### src/rtl/dmem_arbiter_pkg.sv
// Shared definitions for the DMEM arbiter: FSM encoding and default
// configuration values used by the arbiter and by the top level.
package dmem_arbiter_pkg;

    localparam int DMEM_ARB_REG_WIDTH    = 32;
    localparam int DMEM_ARB_STARVE_LIMIT = 4;   // legal range 1..15
    localparam int DMEM_ARB_MAX_LOCK     = 16;  // legal range 1..255

    typedef enum logic {
        DMEM_ARB_S_CORE = 1'b0,  // core owns the port; ext gets leftovers or a starve grant
        DMEM_ARB_S_EXT  = 1'b1   // ext holds the port for a locked burst
    } arb_state_e;

endpackage

### src/rtl/dmem_arbiter.sv
// dmem_arbiter: shares the single-port DMEM between the MEM stage (core)
// and an external debug/loader port (ext). The core has priority; a
// saturating starve counter and a bounded locked burst guarantee ext
// progress. core_stall is asserted whenever the core loses the port.
//
// Optional build macro DMEM_ARB_STATS_EN adds the stat_stall_cnt and
// stat_ext_cnt counter ports.
module dmem_arbiter
    import dmem_arbiter_pkg::*;
#(
    parameter int REG_WIDTH    = DMEM_ARB_REG_WIDTH,
    parameter int STARVE_LIMIT = DMEM_ARB_STARVE_LIMIT,
    parameter int MAX_LOCK     = DMEM_ARB_MAX_LOCK
) (
    input  logic                 clk,
    input  logic                 reset_n,
`ifdef DMEM_ARB_STATS_EN
    output logic [31:0]          stat_stall_cnt,
    output logic [31:0]          stat_ext_cnt,
`endif
    input  logic                 core_req,
    input  logic                 core_wr_en,
    input  logic [REG_WIDTH-1:0] core_addr,
    input  logic [REG_WIDTH-1:0] core_wr_data,
    output logic [REG_WIDTH-1:0] core_rd_data,
    output logic                 core_stall,
    input  logic                 ext_req,
    input  logic                 ext_lock,
    input  logic                 ext_wr_en,
    input  logic [REG_WIDTH-1:0] ext_addr,
    input  logic [REG_WIDTH-1:0] ext_wr_data,
    output logic                 ext_gnt,
    output logic                 ext_rd_valid,
    output logic [REG_WIDTH-1:0] ext_rd_data,
    output logic                 dmem_wr_en,
    output logic [REG_WIDTH-1:0] dmem_addr,
    output logic [REG_WIDTH-1:0] dmem_wr_data,
    input  logic [REG_WIDTH-1:0] dmem_data_out
);

    localparam logic [3:0] STARVE_MAX = 4'(STARVE_LIMIT);
    localparam logic [7:0] LOCK_MAX   = 8'(MAX_LOCK);

    arb_state_e           state_q, state_d;
    logic [3:0]           starve_cnt_q, starve_cnt_d;
    logic [7:0]           lock_cnt_q, lock_cnt_d;
    logic                 ext_rd_valid_q, ext_rd_valid_d;
    logic [REG_WIDTH-1:0] ext_rd_data_q, ext_rd_data_d;
    logic                 core_gnt;

    // State register; reset drops any locked burst immediately.
    // NOTE: sequential state uses non-blocking assignments so every flop
    // samples the pre-edge value of its inputs regardless of block order.
    always_ff @(posedge clk or negedge reset_n) begin
        if (!reset_n) state_q <= DMEM_ARB_S_CORE;
        else          state_q <= state_d;
    end

    // Next-state and burst-length tracking.
    // NOTE: every variable gets a default first so no path leaves it
    // unassigned, which would otherwise infer a latch.
    always_comb begin
        state_d    = state_q;
        lock_cnt_d = lock_cnt_q;
        unique case (state_q)
            DMEM_ARB_S_CORE: begin
                if (ext_gnt && ext_lock) begin
                    lock_cnt_d = 8'd1;
                    // A one-beat burst limit is already exhausted by this grant.
                    if (LOCK_MAX != 8'd1) state_d = DMEM_ARB_S_EXT;
                end
            end
            DMEM_ARB_S_EXT: begin
                if (!ext_req) begin
                    state_d = DMEM_ARB_S_CORE;
                end else begin
                    // lock_cnt counts grants of this burst including the current one.
                    lock_cnt_d = lock_cnt_q + 8'd1;
                    if (!ext_lock || lock_cnt_d == LOCK_MAX) state_d = DMEM_ARB_S_CORE;
                end
            end
            default: state_d = DMEM_ARB_S_CORE;
        endcase
    end

    // Grant, stall and DMEM port mux, combinational from state and counters.
    always_comb begin
        if (state_q == DMEM_ARB_S_EXT) ext_gnt = ext_req;
        else                           ext_gnt = ext_req && (!core_req || starve_cnt_q == STARVE_MAX);
        core_gnt   = core_req && !ext_gnt;
        core_stall = core_req && !core_gnt;
        if (ext_gnt) begin
            dmem_wr_en   = ext_wr_en;
            dmem_addr    = ext_addr;
            dmem_wr_data = ext_wr_data;
        end else begin
            dmem_wr_en   = core_wr_en && core_req;
            dmem_addr    = core_addr;
            dmem_wr_data = core_wr_data;
        end
    end

    // Starve counter saturates while ext waits; read capture for granted ext loads.
    always_comb begin
        if (ext_req && !ext_gnt)
            starve_cnt_d = (starve_cnt_q == STARVE_MAX) ? starve_cnt_q : starve_cnt_q + 4'd1;
        else
            starve_cnt_d = 4'd0;
        ext_rd_valid_d = ext_gnt && !ext_wr_en;
        ext_rd_data_d  = ext_rd_valid_d ? dmem_data_out : ext_rd_data_q;
    end

    // Counter and read-data registers.
    always_ff @(posedge clk or negedge reset_n) begin
        if (!reset_n) begin
            starve_cnt_q   <= 4'd0;
            lock_cnt_q     <= 8'd0;
            ext_rd_valid_q <= 1'b0;
            ext_rd_data_q  <= '0;
        end else begin
            starve_cnt_q   <= starve_cnt_d;
            lock_cnt_q     <= lock_cnt_d;
            ext_rd_valid_q <= ext_rd_valid_d;
            ext_rd_data_q  <= ext_rd_data_d;
        end
    end

    assign core_rd_data = dmem_data_out;
    assign ext_rd_valid = ext_rd_valid_q;
    assign ext_rd_data  = ext_rd_data_q;

`ifdef DMEM_ARB_STATS_EN
    logic [31:0] stat_stall_cnt_q, stat_ext_cnt_q;

    // Free-running wrap-around event counters for stalls and ext grants.
    always_ff @(posedge clk or negedge reset_n) begin
        if (!reset_n) begin
            stat_stall_cnt_q <= 32'd0;
            stat_ext_cnt_q   <= 32'd0;
        end else begin
            stat_stall_cnt_q <= stat_stall_cnt_q + 32'(core_stall);
            stat_ext_cnt_q   <= stat_ext_cnt_q + 32'(ext_gnt);
        end
    end

    assign stat_stall_cnt = stat_stall_cnt_q;
    assign stat_ext_cnt   = stat_ext_cnt_q;
`endif

endmodule
### config.mk
export PLATFORM = sky130hd
export DESIGN_NAME = dmem_arbiter
export DESIGN_NICKNAME = d
export VERILOG_FILES = /design/src/rtl/dmem_arbiter_pkg.sv /design/src/rtl/dmem_arbiter.sv
export SDC_FILE = /design/constraint.sdc
export NUM_CORES = 1
export LEC_CHECK = 0
export CAP_MARGIN = 30
export CORE_AREA = 2 2 115 117
export CTS_BUF_LIST = sky130_fd_sc_hd__clkbuf_8 sky130_fd_sc_hd__clkbuf_16
export DETAILED_ROUTE_END_ITERATION = 8
export DIE_AREA = 0 0 117 119
export PLACE_DENSITY = 0.73
export SYNTH_ARGS = -nofsm -noshare
export SYNTH_HDL_FRONTEND = slang
export SYNTH_SLANG_ARGS = --single-unit
export TNS_END_PERCENT = 50
### constraint.sdc
create_clock -name clk -period 3.1 [get_ports clk]
set_input_delay 0.775 -clock clk [delete_from_list [all_inputs] [get_ports clk]]
set_output_delay 0.775 -clock clk [all_outputs]
set_load 0.01 [all_outputs]
==> summary.txt, run 1 <==
Worst setup path
  – CP endpoint kind: output port
  – Worst EP arrival: 2260 ps
  – Startpoint types: primary input
  – Critical Path RT: 2320 ps
  – CP max FO: 9
  – Crit Path Category: in -> out

Clocking
  – Clk_lat worst skew: 280 ps
  – CTS tree: built
  – CTS root buffer: clkbuf_16
  – CTS Buf Count: 5
  – H-tree depth: 2
  – Clock Sinks: 46
  – Clk pin slew, worst setup/hold paths: 60 ps
  – Longest Clk Path Bufs: 2

Placement
  – IO Port Bufs: 298
  – Pre-CTS setup slack: -445 ps
  – RD Place Congestion: 0.893
  – DP Area: 6030 µm²
  – Detail Placement HPWL: 10600 µm

Synth
  – Syn avg cell area: 11.9 µm²
  – Asr flop ratio synth: 100%
  – Post-Syn Instances: 255
  – EDFF count, synth: 0
  – Post-synth top flop: dfrtp_1
  – Mapped cell area: 3040 µm²
  – Synth Net Count: 425
  – Register area share after synthesis: 37.9%
  – Distinct cells, synth: 41
  – Yosys warns: 0
  – Synth Register Bits: 46

Die
  – DIE WIDTH: 117 µm
  – Die H: 119 µm
  – Initial Utilization: 23.6%
  – Die Area: 13900 µm²
  – Core Region: 12900 µm²
  – I/O pins: 299
  – Row cnt: 42

Outcome
  – Run status: finished clean

Global route
  – First-pass GRT wire length: 18700 µm
  – Grt ovf: 0
  – Initial antenna violation count: 1
  – Vias in the first global route: 3328
  – Largest net degree at the start of global routing: 34
  – GRT Total Usage: 17.8%

STA
  – Worst Max-Slew Pin Slew: 583 ps
  – Crit path time final: 3030 ps
  – Slew Limit Fails: 0
  – Clk_skew: 4.78 ps
  – Period utilization: 97.8%
  – Relative slew slack: 61.2%
  – Hold WS: 485 ps
  – Achievable frequency: 330 MHz
  – Worst setup margin: 66.9 ps
  – Setup repair after global routing missed its margin: no
  – Final Hold Vio Count: 0
  – Number of setup violations in the final report: 0

Pwr
  – Peak VDD IR: 191 µV
  – Power per cell area: 367 nW/µm²
  – Leakage: 2.62 nW

Final layout
  – Commonest non-fill, non-tap cell in the layout: clkdlybuf4s50_1
  – Fin util: 48.5%
  – Final #Nets: 705
  – Commonest non-fill, non-tap cells in the layout: clkdlybuf4s50_1, mux2_2, dlygate4sd2_1
  – Area delta synth->final: 105%
  – Layout Cell Area excl Fill: 6240 µm²
  – Share of layout cells above drive strength 1: 25.0%
  – Number of antenna diodes: 0

Route
  – DR vias/cell: 4.39
  – TritonRoute pass-1 iters: 4
  – ANT nets after route: 0
  – WL final: 12600 µm
  – DRT iter0 DRCs: 113
  – Wirelength per Cell: 17.7 µm
  – Routed vias: 3123
  – DRC Markers: 0

Worst hold path
  – Worst Hold Class: in -> async

Flow run
  – Maxcap violations: 0
sequential cells by signal, indices dropped and copies added, names as in the netlist:
| signal | flops |
|---|---|
| ext_rd_valid | 1 |
| ext_rd_data | 32 |
| lock_cnt_q | 8 |
| starve_cnt_q | 4 |
| state_q | 1 |
path summary, 6_finish.rpt:
path	startpoint	end	slack, ps	depth (start not counted)
min reg2reg	starve_cnt_q[0]	starve_cnt_q[0]	490	1
max in group asynchronous	reset_n	ext_rd_data[0]	1890	2
min	reset_n	ext_rd_data[25]	490	1
max	core_req	dmem_addr[30]	70	7
min in group clk	starve_cnt_q[0]	starve_cnt_q[0]	490	1
max reg2reg	starve_cnt_q[0]	ext_rd_data[18]	1150	7
cell families (layout without fill, tap and decap cells):
logic type / count (synthesis) / count (layout) / share of synthesized area (%)
compound gates: 25 / 25 / 6.68
xor+xnor: 2 / 2 / 0.577
fa+ha+maj: 3 / 3 / 1.24
buf+inv: 52 / 332 / 11.8
flops: 46 / 46 / 37.9
mux: 96 / 96 / 35.6
simple gates: 31 / 31 / 6.22
per-layer routing:
layer	wire, µm	up-vias	global-route usage (%)
met5	13	-	0
met4	230	2	4.26
met3	1420	16	6.72
met2	6560	190	33.1
met1	4390	1467	18.7
li1	-	1448	-
cell type report:
cell class,instances,area (µm²)
multi-input combinational,157,1540
clock inverter,2,10.0
inverter,8,30.0
timing repair buffer,317,3160
clock buffer,5,125
fill,1190,6640
sequential,46,1150
tap,176,220
synthesized netlist by cell type (2+ instances only):
cell,number,area [µm²]
mux2_2,90,1010
dfrtp_1,46,1150
buf_4,36,270
inv_1,8,30.0
mux2_1,6,67.6
nand2_1,5,18.8
nand3_1,5,25.0
nor2_1,5,18.8
buf_2,4,20.0
o211ai_1,4,30.0
a211o_1,3,26.3
a21oi_1,3,15.0
and3_1,3,18.8
buf_6,3,33.8
ha_1,3,37.5
o21ai_0,3,15.0
nand2b_1,2,12.5
nor4_1,2,12.5
o211a_1,2,20.0
power breakdown:
| part | total, mW | switching (mW) | internal, mW |
|---|---|---|---|
| registers | 0.789 | 0.0751 | 0.714 |
| logic | 1.00 | 0.350 | 0.651 |
| clock network | 0.496 | 0.206 | 0.291 |
through the flow:
step	TNS [ps]	cells	power, mW
after floorplan	0	255	1.18
after global placement	-24610	695	1.81
after detailed placement	-26890	695	1.83
after CTS	0	708	2.33
after global routing	0	711	2.43
final	0	711	2.29
timing repair:
action                     CTS  global route
hold buffers                 0             0
pin swaps                    1             1
gates cloned                 3             0
buffers inserted             3             3
setup endpoints to repair   67            53
resized for setup           92            17
critical path, cell delays in order:
cell and delay (ps):
clkdlybuf4s15_2 210, nor2b_4 150, a21oi_4 170, buf_12 150, buf_6 150, mux2_2 340
dlygate4sd2_1 300
(Power assumes the default switching activity.)
==> run 2, diff against run 1 <==
- CORE_AREA: 2 2 115 117 -> 2 2 117 119
- DIE_AREA: 0 0 117 119 -> 0 0 119 121
- PLACE_DENSITY: 0.73 -> 0.71
==> summary.txt, run 2 (synthesized netlist as in run 1, its figures left out) <==
Outcome
  – Run status: finished, violations left
  – Failing checks: negative setup slack

Clocking
  – CTS Buf Count: 5 (unchanged)
  – H-tree depth: 2 (unchanged)
  – Longest Clk Path Bufs: 2 (unchanged)
  – Clock Sinks: 46 (unchanged)
  – CTS root buffer: clkbuf_16
  – CTS tree: built
  – Clk_lat worst skew: 280 ps (about the same)
  – Post-CTS Hold Fix Bufs: 0 (unchanged)
  – Clk pin slew, worst setup/hold paths: 60 ps (about the same)

Die
  – DIE WIDTH: 119 µm (+1.7%)
  – Row cnt: 42 (unchanged)
  – Initial Utilization: 23.2% (-0.38 points)
  – Die Area: 14400 µm² (+3.4%)
  – I/O pins: 299 (unchanged)
  – Die H: 121 µm (+1.7%)
  – Core Region: 13100 µm² (+1.6%)

Route
  – DRT iter0 DRCs: 95 (-16%)
  – DR vias/cell: 4.35 (-1.1%)
  – TritonRoute pass-1 iters: 4 (unchanged)
  – Wirelength per Cell: 18.2 µm (+2.5%)
  – Routed vias: 3103 (-0.64%)
  – WL final: 13000 µm (+2.9%)
  – DRC Markers: 0 (unchanged)
  – ANT nets after route: 0 (unchanged)

STA
  – Number of setup violations in the final report: 9 (+9)
  – Slew Limit Fails: 0 (unchanged)
  – TNS Setup: -204 ps (-204 ps)
  – Period utilization: 101% (+3.0 points)
  – Relative slew slack: 70.0% (+8.9 points)
  – Final Hold Vio Count: 0 (unchanged)
  – Hold WS: 437 ps (-48.3 ps)
  – Clk_skew: 5.74 ps (+0.958 ps)
  – Worst setup margin: -25.7 ps (-92.6 ps)
  – Worst Max-Slew Pin Slew: 450 ps (-133 ps)
  – Setup repair after global routing missed its margin: yes
  – Crit path time final: 3130 ps (+92.6 ps)
  – Achievable frequency: 320 MHz (-3.0%)

Worst hold path
  – Worst Hold Class: in -> async

Worst setup path
  – CP max FO: 9 (unchanged)
  – Reg2Reg Launch Point: starve_cnt_q[1]
  – R2r endpoint: ext_rd_data[15]
  – Worst EP arrival: 2350 ps (+90 ps)
  – Reg2reg setup slack: 1180 ps (+30 ps)
  – Critical Path RT: 2320 ps (about the same)
  – CP endpoint kind: output port
  – R2R depth: 6 (-1)
  – Startpoint types: primary input
  – Crit Path Category: in -> out

Pwr
  – Total chip power: 2.41 mW (+5.3%)
  – Leakage: 2.63 nW (+0.44%)
  – Peak VDD IR: 194 µV (+1.8%)
  – Power per cell area: 381 nW/µm² (+3.9%)

Final layout
  – Max reg flops: 32 (unchanged)
  – Commonest non-fill, non-tap cells in the layout: clkdlybuf4s50_1, mux2_2, dfrtp_1
  – Share of layout cells above drive strength 1: 30.3% (+5.3 points)
  – Commonest non-fill, non-tap cell in the layout: clkdlybuf4s50_1
  – Number of antenna diodes: 0 (unchanged)
  – Area delta synth->final: 108%
  – Layout Cell Area excl Fill: 6320 µm² (+1.3%)
  – Final #Nets: 707 (+0.28%)

Global route
  – GRT Total Usage: 17.3% (-0.54 points)
  – Grt ovf: 0 (unchanged)
  – Vias in the first global route: 3287 (-1.2%)
  – Largest net degree at the start of global routing: 30 (-12%)
  – Initial antenna violation count: 0 (-1)
  – First-pass GRT wire length: 18900 µm (+1.1%)

Flow run
  – Maxcap violations: 0 (unchanged)

Placement
  – DP Area: 6020 µm² (-0.12%)
  – IO Port Bufs: 298 (unchanged)
  – RD Place Congestion: 0.876 (-1.8%)
  – Detail Placement HPWL: 10700 µm (+1.5%)
[run 2: cell types whose count changed in the layout (fill, tap and decap cells not counted), moves of 2 or more]
cell,delta
clkbuf_2,+2
clkbuf_16,+2
buf_2,+13
dlygate4sd2_1,-34
clkdlybuf4s15_1,+8
buf_6,+2
clkdlybuf4s15_2,+9
[run 2: where the power goes]
group | internal (mW) | total, mW | leakage [nW] | switching (mW)
Sequential | 0.714 | 0.789 | 0.567 | 0.0751
Combinational | 0.670 | 1.03 | 1.98 | 0.359
Clock | 0.377 | 0.591 | 0.0836 | 0.214
Total | 1.76 | 2.41 | 2.63 | 0.648
[run 2: area by class of cell]
class / instances / area [µm²]
fill: 1181 / 6760
timing repair buffer: 319 / 3210
multi-input combinational: 157 / 1540
sequential: 46 / 1150
tap: 176 / 220
clock buffer: 5 / 125
clock inverter: 3 / 40.0
inverter: 8 / 30.0
[run 2: how the worst max path moves through the flow]
stage                         from  cells past startpoint                to
final                     core_req                      7  dmem_wr_data[11]
after global routing      core_req                      7     dmem_addr[25]
after CTS                 core_req                      7  dmem_wr_data[14]
after detailed placement  core_req                      6  dmem_wr_data[19]
after global placement    core_req                      6     dmem_addr[13]
after floorplan            ext_req                      6     dmem_addr[24]
[run 2: repair_timing]
item | in CTS | in global routing
pin swaps | 0 | 1
gates cloned | 4 | 2
setup endpoints to repair | 67 | 40
gates resized for setup | 157 | 28
setup buffers | 6 | 0
[run 2: layer usage]
metal	global-route usage, %	share of wire, %	wire [µm]
met5	0	0	0
met4	5.13	1.9	248
met3	5.97	9.5	1240
met2	34.0	54	7060
met1	16.9	34	4440
[run 2: metrics by stage]
step                utilization (%)  worst slack, ps  cells
floorplan                         -              431    255
global placement               45.9             -359    693
detailed placement             46.0             -376    694
CTS                            48.0            0.395    712
global route                   48.3            -70.1    714
finish                         48.3            -25.7    714
[run 2: worst max-delay path: stages]
cell	delay, ps
dlygate4sd2_1	240
nor2b_4	130
a21oi_4	210
buf_6	160
bufbuf_16	270
mux2_2	330
clkdlybuf4s15_2	220
